$ cat config.mk
export PLATFORM = sky130hd
export DESIGN_NAME = rv_gpio
export DESIGN_NICKNAME = d
export VERILOG_FILES = /design/src/rtl/rv_gpio_pkg.sv /design/src/rtl/rv_sync.sv /design/src/rtl/rv_gpio.sv
export SDC_FILE = /design/constraint.sdc
export NUM_CORES = 1
export LEC_CHECK = 0
export CORE_MARGIN = 1
export CORE_UTILIZATION = 45
export DETAILED_ROUTE_END_ITERATION = 8
export PLACE_DENSITY = 0.8
export SYNTH_ARGS = -nofsm -noshare
export SYNTH_HDL_FRONTEND = slang
export SYNTH_SLANG_ARGS = --single-unit
$ cat constraint.sdc
create_clock -name clk -period 1.4 [get_ports clk]
set_input_delay 0.21 -clock clk [delete_from_list [all_inputs] [get_ports clk]]
set_output_delay 0.21 -clock clk [all_outputs]
set_load 0.05 [all_outputs]
$ cat src/rtl/rv_gpio_pkg.sv
// Shared definitions for the rv_gpio peripheral: register offsets, register
// select encoding and the byte-lane write mask helper.
package rv_gpio_pkg;

  localparam logic [4:0] GPIO_IN    = 5'h00;
  localparam logic [4:0] GPIO_OUT   = 5'h04;
  localparam logic [4:0] GPIO_SET   = 5'h08;
  localparam logic [4:0] GPIO_CLR   = 5'h0C;
  localparam logic [4:0] GPIO_DIR   = 5'h10;
  localparam logic [4:0] GPIO_IEN   = 5'h14;
  localparam logic [4:0] GPIO_IMODE = 5'h18;
  localparam logic [4:0] GPIO_ISTAT = 5'h1C;

  // Select values are the word index of each offset (adr[4:2]).
  typedef enum logic [2:0] {
    SEL_IN    = GPIO_IN[4:2],
    SEL_OUT   = GPIO_OUT[4:2],
    SEL_SET   = GPIO_SET[4:2],
    SEL_CLR   = GPIO_CLR[4:2],
    SEL_DIR   = GPIO_DIR[4:2],
    SEL_IEN   = GPIO_IEN[4:2],
    SEL_IMODE = GPIO_IMODE[4:2],
    SEL_ISTAT = GPIO_ISTAT[4:2]
  } gpio_sel_e;

  function automatic logic [31:0] lane_mask(input logic [3:0] we);
    logic [31:0] m;
    m = '0;
    for (int unsigned k = 0; k < 4; k++) begin
      m[8*k +: 8] = {8{we[k]}};
    end
    return m;
  endfunction

endpackage

$ cat src/rtl/rv_sync.sv
// Multi-stage flop synchroniser for asynchronous inputs, synchronous reset to 0.
module rv_sync #(
  parameter int unsigned WIDTH  = 8,
  parameter int unsigned STAGES = 2
) (
  input  logic             clk,
  input  logic             reset,
  input  logic [WIDTH-1:0] d_i,
  output logic [WIDTH-1:0] q_o
);

  logic [WIDTH-1:0] sync_q [STAGES];

  always_ff @(posedge clk) begin
    if (reset) begin
      for (int unsigned i = 0; i < STAGES; i++) begin
        sync_q[i] <= '0;
      end
    end else begin
      sync_q[0] <= d_i;
      for (int unsigned i = 1; i < STAGES; i++) begin
        sync_q[i] <= sync_q[i-1];
      end
    end
  end

  assign q_o = sync_q[STAGES-1];

endmodule

$ cat src/rtl/rv_gpio.sv
// Parametrised GPIO port on the rv_core data bus: direction, set/clear writes,
// synchronised inputs and per-bit rising/falling edge interrupts.
module rv_gpio
  import rv_gpio_pkg::*;
#(
  parameter int unsigned WIDTH       = 8,
  parameter int unsigned SYNC_STAGES = 2,
  parameter int unsigned SETTLE      = 4
) (
  input  logic             clk,
  input  logic             reset,
  input  logic [4:0]       adr,
  input  logic             cs,
  input  logic [3:0]       we,
  input  logic             re,
  input  logic [31:0]      dw,
  output logic [31:0]      dr,
  input  logic             rdy,
  input  logic [WIDTH-1:0] pin,
  output logic [WIDTH-1:0] pout,
  output logic [WIDTH-1:0] poe,
  output logic             irq
);

  localparam int unsigned CW = $clog2(SETTLE + 1);

  logic [WIDTH-1:0] out_q, out_d;
  logic [WIDTH-1:0] dir_q, dir_d;
  logic [WIDTH-1:0] ien_q, ien_d;
  logic [WIDTH-1:0] imode_q, imode_d;
  logic [WIDTH-1:0] stat_q, stat_d;
  logic [WIDTH-1:0] prev_q;
  logic [CW-1:0]    cnt_q, cnt_d;
  logic [31:0]      dr_q, dr_d;
  logic             irq_q, irq_d;

  logic [WIDTH-1:0] sync_s;
  logic [WIDTH-1:0] wdat, wmsk, w1c, edge_det;
  logic [31:0]      wmask_full;
  logic             wr_en, rd_en, settled;
  gpio_sel_e        sel;
  logic             unused_bits;

  rv_sync #(
    .WIDTH  (WIDTH),
    .STAGES (SYNC_STAGES)
  ) u_sync (
    .clk   (clk),
    .reset (reset),
    .d_i   (pin),
    .q_o   (sync_s)
  );

  assign sel        = gpio_sel_e'(adr[4:2]);
  assign wr_en      = cs & rdy & (|we);
  assign rd_en      = cs & re & rdy;
  assign wmask_full = lane_mask(we);
  assign wmsk       = wmask_full[WIDTH-1:0];
  assign wdat       = dw[WIDTH-1:0];
  assign settled    = (cnt_q == CW'(SETTLE));
  assign unused_bits = ^{adr[1:0], dw, wmask_full};

  function automatic logic [WIDTH-1:0] merge(input logic [WIDTH-1:0] old_v,
                                             input logic [WIDTH-1:0] new_v,
                                             input logic [WIDTH-1:0] m);
    return (old_v & ~m) | (new_v & m);
  endfunction

  always_comb begin
    out_d   = out_q;
    dir_d   = dir_q;
    ien_d   = ien_q;
    imode_d = imode_q;
    w1c     = '0;
    if (wr_en) begin
      case (sel)
        SEL_OUT:   out_d   = merge(out_q, wdat, wmsk);
        SEL_SET:   out_d   = out_q | (wdat & wmsk);
        SEL_CLR:   out_d   = out_q & ~(wdat & wmsk);
        SEL_DIR:   dir_d   = merge(dir_q, wdat, wmsk);
        SEL_IEN:   ien_d   = merge(ien_q, wdat, wmsk);
        SEL_IMODE: imode_d = merge(imode_q, wdat, wmsk);
        SEL_ISTAT: w1c     = wdat & wmsk;
        default:   ;
      endcase
    end
  end

  // Edge sources are gated until the synchroniser has flushed its reset zeros.
  always_comb begin
    edge_det = '0;
    if (settled) begin
      edge_det = ((sync_s & ~prev_q) & ~imode_q) | ((~sync_s & prev_q) & imode_q);
    end
    stat_d = (stat_q & ~w1c) | edge_det;
    cnt_d  = settled ? cnt_q : cnt_q + CW'(1);
    irq_d  = |(stat_q & ien_q);
  end

  always_comb begin
    dr_d = '0;
    if (rd_en) begin
      case (sel)
        SEL_IN:    dr_d[WIDTH-1:0] = sync_s;
        SEL_OUT:   dr_d[WIDTH-1:0] = out_q;
        SEL_DIR:   dr_d[WIDTH-1:0] = dir_q;
        SEL_IEN:   dr_d[WIDTH-1:0] = ien_q;
        SEL_IMODE: dr_d[WIDTH-1:0] = imode_q;
        SEL_ISTAT: dr_d[WIDTH-1:0] = stat_q;
        default:   dr_d = '0;
      endcase
    end
  end

  always_ff @(posedge clk) begin
    if (reset) begin
      out_q   <= '0;
      dir_q   <= '0;
      ien_q   <= '0;
      imode_q <= '0;
      stat_q  <= '0;
      prev_q  <= '0;
      cnt_q   <= '0;
      dr_q    <= '0;
      irq_q   <= 1'b0;
    end else begin
      out_q   <= out_d;
      dir_q   <= dir_d;
      ien_q   <= ien_d;
      imode_q <= imode_d;
      stat_q  <= stat_d;
      prev_q  <= sync_s;
      cnt_q   <= cnt_d;
      dr_q    <= dr_d;
      irq_q   <= irq_d;
    end
  end

  assign pout = out_q;
  assign poe  = dir_q;
  assign dr   = dr_q;
  assign irq  = irq_q;

endmodule

Word-level counts from Yosys, hierarchy flattened

Memory sizes are Yosys's and may differ from the RTL's.
Cells that the tools add are included.

Register bits after elaboration: 84
Memory bits (writable): 16
Input port bits: 54
Output and inout port bits: 49
Word-level logic and storage cells: 71
Memories: 1

Memories:

| name          | words | width | read ports | clocked after Yosys merged registers in | wr ports | RTL line      | text |
|---|---|---|---|---|---|---|---|
| u_sync.sync_q | 2     | 8     | 2          | 0                                       | 2        | rv_sync.sv:12 | `logic [WIDTH-1:0] sync_q [STAGES];` |

$add $sub $neg: 1
Equal/unequal tests: 8
Multiplexer cells: 10
Bitwise logic cells: 32
Reduce and logical (&&, ||, !) cells: 9

Operators by type and width:

| kind                                                                  | number |
|---|---|
| 8-bit AND                                                             | 12 |
| 8-bit OR                                                              | 7 |
| 8-bit NOT                                                             | 6 |
| 8-bit one-hot mux with 6 select lines                                 | 1 |
| 8-bit two-way mux                                                     | 5 |
| 8-bit one-hot mux with 3 select lines                                 | 1 |
| 3-bit equality test, second input constant                            | 5 |
| 2-bit AND reduction                                                   | 4 |
| 8-bit OR reduction                                                    | 1 |
| 3-bit by 2-bit equality test with 1-bit output, second input constant | 2 |
| 1-bit AND                                                             | 4 |
| 4-bit OR reduction                                                    | 1 |
| 3-bit by 1-bit adder with 3-bit output, second input constant         | 1 |
| 3-bit by 1-bit equality test with 1-bit output, second input constant | 1 |
| 3-bit logical NOT                                                     | 1 |
| 1-bit two-way mux                                                     | 3 |
| 3-bit nonzero test                                                    | 1 |
| 1-bit OR                                                              | 2 |
| 2-bit OR reduction                                                    | 1 |
| 1-bit NOT                                                             | 1 |

Longest topological paths before layout

Gate-level depths: netlist (run 1).
An unclocked memory read counts as a cell.

Depth in word-level cells: 7
Depth in mapped cells: 6
Mapped depth without buffers: 5

Hierarchy

A second synthesis (run 1) with hierarchy kept.

Cells, all modules: 365
Area total of the unflattened synthesis: 3,656.0 um2

By module, submodules not included:

| module  | times used | cells each | area an instance (um2) | seq. area each (um2) |
|---|---|---|---|---|
| rv_gpio | 1          | 324        | 3,131.8                | 1,201.2 |
| rv_sync | 1          | 41         | 524.3                  | 320.3 |

Worst setup path after synthesis (run 1)

No wires, ideal clock.

Path kind: flip-flop to flip-flop
Start point: register (tool-made name)
End point: register dr_q[4], in the netlist dr[4]
Library setup time: 0.070 ns
Data arrival time: 1.165 ns
Data required time: 1.330 ns
Path slack: 0.164 ns
Cell stages (with the launch flop): 4
Path buffers: 0
Period minus slack after synthesis: 1.236 ns
Path through: dfxtp_1 > mux2i_1 > a211o_1 > a21oi_1

RTL lines:

| item                   | RTL line       | text |
|---|---|---|
| end signal: assignment | rv_gpio.sv:134 | `dr_q <= dr_d;` |
| end: declaration       | rv_gpio.sv:34  | `logic [31:0] dr_q, dr_d;` |

Worst setup path in the final report (run 1)

Start point: input adr[3]
End point: register dr_q[2], in the netlist dr[2]

Word-level cells in the longest chain between the ends: 2
Elaborated cells between the ends (all ways): 7
Those cells by class: 5 x eq/ne; 1 x mux; 1 x reduce/logical

RTL lines:

| item                                              | RTL line       | text |
|---|---|---|
| start: declaration                                | rv_gpio.sv:12  | `input logic [4:0] adr,` |
| 3-bit equality test, or another cell as far along | rv_gpio.sv:103 | `case (sel)` |
| 8-bit one-hot mux with 6 select lines (*)         | rv_gpio.sv:103 |  |

Mark *: on every way between the ends. The rest lies on a longest branch, timed or not.
A chain may end at the register's enable or synchronous reset.

==> results of run 1 <==
[where the power goes]
group | internal (mW) | switching, mW
combinational | 0.217 | 0.382
clock | 0.695 | 0.825
sequential | 2.21 | 0.0379
total | 3.12 | 1.24
[per-layer routing]
metal  track usage [%]  wire length (um)
met1              29.6              3540
met5                 0                 0
met4              8.95               146
met2              37.2              4090
met3              7.29               825
[synth_stat cells (7+ instances only)]
master / n
a21oi_1: 35
mux2_2: 20
nor2b_1: 28
dfxtp_1: 76
a22oi_1: 10
o21ai_0: 26
o211ai_1: 7
mux2i_1: 10
nand2_1: 29
a32o_1: 8
nor2_1: 22
nand3_1: 10
buf_4: 26
[worst reg2reg max path, cell delays in order, from the launching register on]
cell     delay, ns
dfxtp_1       0.34
inv_1         0.06
ha_1          0.24
nand3_2       0.28
o21ai_0       0.24
[final cells by class]
cell class	count	area, um2	area share, %
clock buffer	11	141	3.11
clock inverter	5	36.3	0.797
timing repair buffer	86	1030	22.7
sequential	76	1520	33.4
multi-input combinational	264	1680	36.9
inverter	4	15.0	0.330
tap	99	124	2.72
[kinds of logic (layout without fill, tap and decap cells)]
logic type | Yosys count | count (layout)
AO/OA/AOI/OAI | 98 | 98
other | 1 | 24
buffers and inverters | 46 | 106
adder cells (fa/ha/maj) | 2 | 2
multiplexers | 30 | 30
AND/OR/NAND/NOR | 109 | 109
flip-flops | 76 | 76
XOR/XNOR | 1 | 1
[stage by stage]
stage,setup slack (ns),TNS [ns],cells,hold slack (ns)
after global placement,-0.294,-12.03,529,0.419
after CTS,0.00590,0,545,0.164
after detailed placement,-0.353,-14.06,529,0.425
final,-0.0255,-0.0255,545,0.170
after floorplan,0.164,0,386,0.336
after global routing,-0.0807,-0.434,545,0.177
[what timing repair did]
item                                   CTS  global route
endpoints found under the hold margin    0             0
setup endpoints to repair                0            30
hold buffers                             0             0
buffers inserted                         0             0
resized for setup                        0             7
[worst max path at each step]
stage               endpoint  cells after the start  slack [ns]
floorplan              dr[4]                      3        0.16
global placement        flop                      6       -0.29
detailed placement      flop                      6       -0.35
CTS                    dr[2]                      5       0.006
global route            flop                      6       -0.08
finish                 dr[2]                      5       -0.03
==> metrics.txt, run 1 <==
ranking of synthesized cells by area=dfxtp_1, mux2_2, buf_4; CP startpoint kind=input port; Crit path required time=1.63 ns; Worst EP arrival=1.66 ns; slowest stage delay, CP=0.54 ns; worst setup margin=-0.0255 ns; drt pass-1 iters=5; asr flop ratio synth=0%; CORE AREA=7290 um2; Post-Synth XOR/XNOR Area=0.257%; # diodes=0; status=complete, but fails checks; Via Count=2954; # DRC=0; Fillers=582; Root Buffer=clkbuf_8; minimum clock period=1.43 ns; first-pass GRT wire length=13700 um; number of setup violations in the final report=1; register area share after synthesis=44.6%; Leakage=1.81 nW; hold endpoint=u_sync.sync_q[0][2]; initial antenna violation count=0; Syn Inst Count=363; worst hold start=reset; Worst Clk Skew=0.00497 ns; Worst Setup SP=adr[3]; post-synthesis mux area share=9.54%; Worst Path Buf+Inv=2; Max VDD drop=601 uV; Synth cell types=41; post-synthesis simple-gate area fraction=17.9%; R2R Path Start=cnt_q[0]; main flop type after synthesis=dfxtp_1; CTS tree=yes; Via density=5.42; syn_area_per_cell=9.40 um2; FMAX=702 MHz; Max FO, Critical Path=11; largest net degree at the start of global routing=21; Yosys top cell area share=44.6%; commonest non-fill, non-tap cell in the layout=dfxtp_1; DR iter-0 viols=414; RSZ-0062 raised after global routing=true; largest family of logic cells by synthesized area=simple AND/OR/NAND/NOR gates; failing checks=setup timing; Post-Synth Adder-Cell Area=0.734%; Num CTS Buffers=9; period utilization=102%; Final Max Slew Viols=0; number of enable flip-flop cells after synthesis=0; number of global-route vias before repair=2838; GPL Wtd Cong=0.907; Std-Cell Rows=31; Syn. warnings=0; worst setup path category=input port to flop; Final #Nets=497; complex-gate fraction of the synthesized area=17.8%; buffer depth of the longest clock path=2; post-synthesis cell area=3410 um2; All-Layer GR Usage=23.3%; CP Cell Sequence=clkdlybuf4s50_1 -> buf_4 -> mux2_2 -> a22oi_1 -> a21oi_1; Hold Path Depth=2; Slowest-stage cell, CP=clkdlybuf4s50_1; Antenna Nets Post-Route=0; total detailed-routing wirelength=8600 um; R2R cell count=4; CTS clk-pin slew, worst paths=0.08 ns; most frequent cells in the layout=dfxtp_1, buf_4, a21oi_1; total of max-cap violations=0; Synth area leader=dfxtp_1; post-DP HPWL=6090 um; share of cells above drive strength 1=24.9%; total power=4.37 mW; Hold Path Class=input port to flop; I/O pin total=103; reg2reg setup slack=0.16 ns; endpoint type of the worst setup path=flop; cell family with most CP delay=buffers and inverters; port buffer count=49; Cell Pwr Density=959 nW/um2; grt ovf=0; fin util=62.4%; Wirelength per Cell=15.8 um; DP Area=4350 um2; Die X=89.1 um; Clk Latency, worst-skew pair=0.35 ns; Initial Util=46.8%; Area Overhead vs Synth=33.5%; worst reg2reg path endpoint=stat_q[2]; H-tree Lvls=3; Die Ht=89.1 um; TritonCTS Sinks=76; Final Hold Viols=0; die area=7930 um2; Finished Cell Area=4550 um2; flops & latches, synth=76
(Power assumes the default switching activity.)
==> run 2: changes to the inputs <==
--- a/config.mk
+++ b/config.mk
@@ -9,6 +9,7 @@
 export CORE_UTILIZATION = 45
 export DETAILED_ROUTE_END_ITERATION = 8
 export PLACE_DENSITY = 0.8
+export SKIP_LAST_GASP = 1
 export SYNTH_ARGS = -nofsm -noshare
 export SYNTH_HDL_FRONTEND = slang
 export SYNTH_SLANG_ARGS = --single-unit
==> results of run 2 <==
Final layout, timing and power as in run 1 (identical DEF).
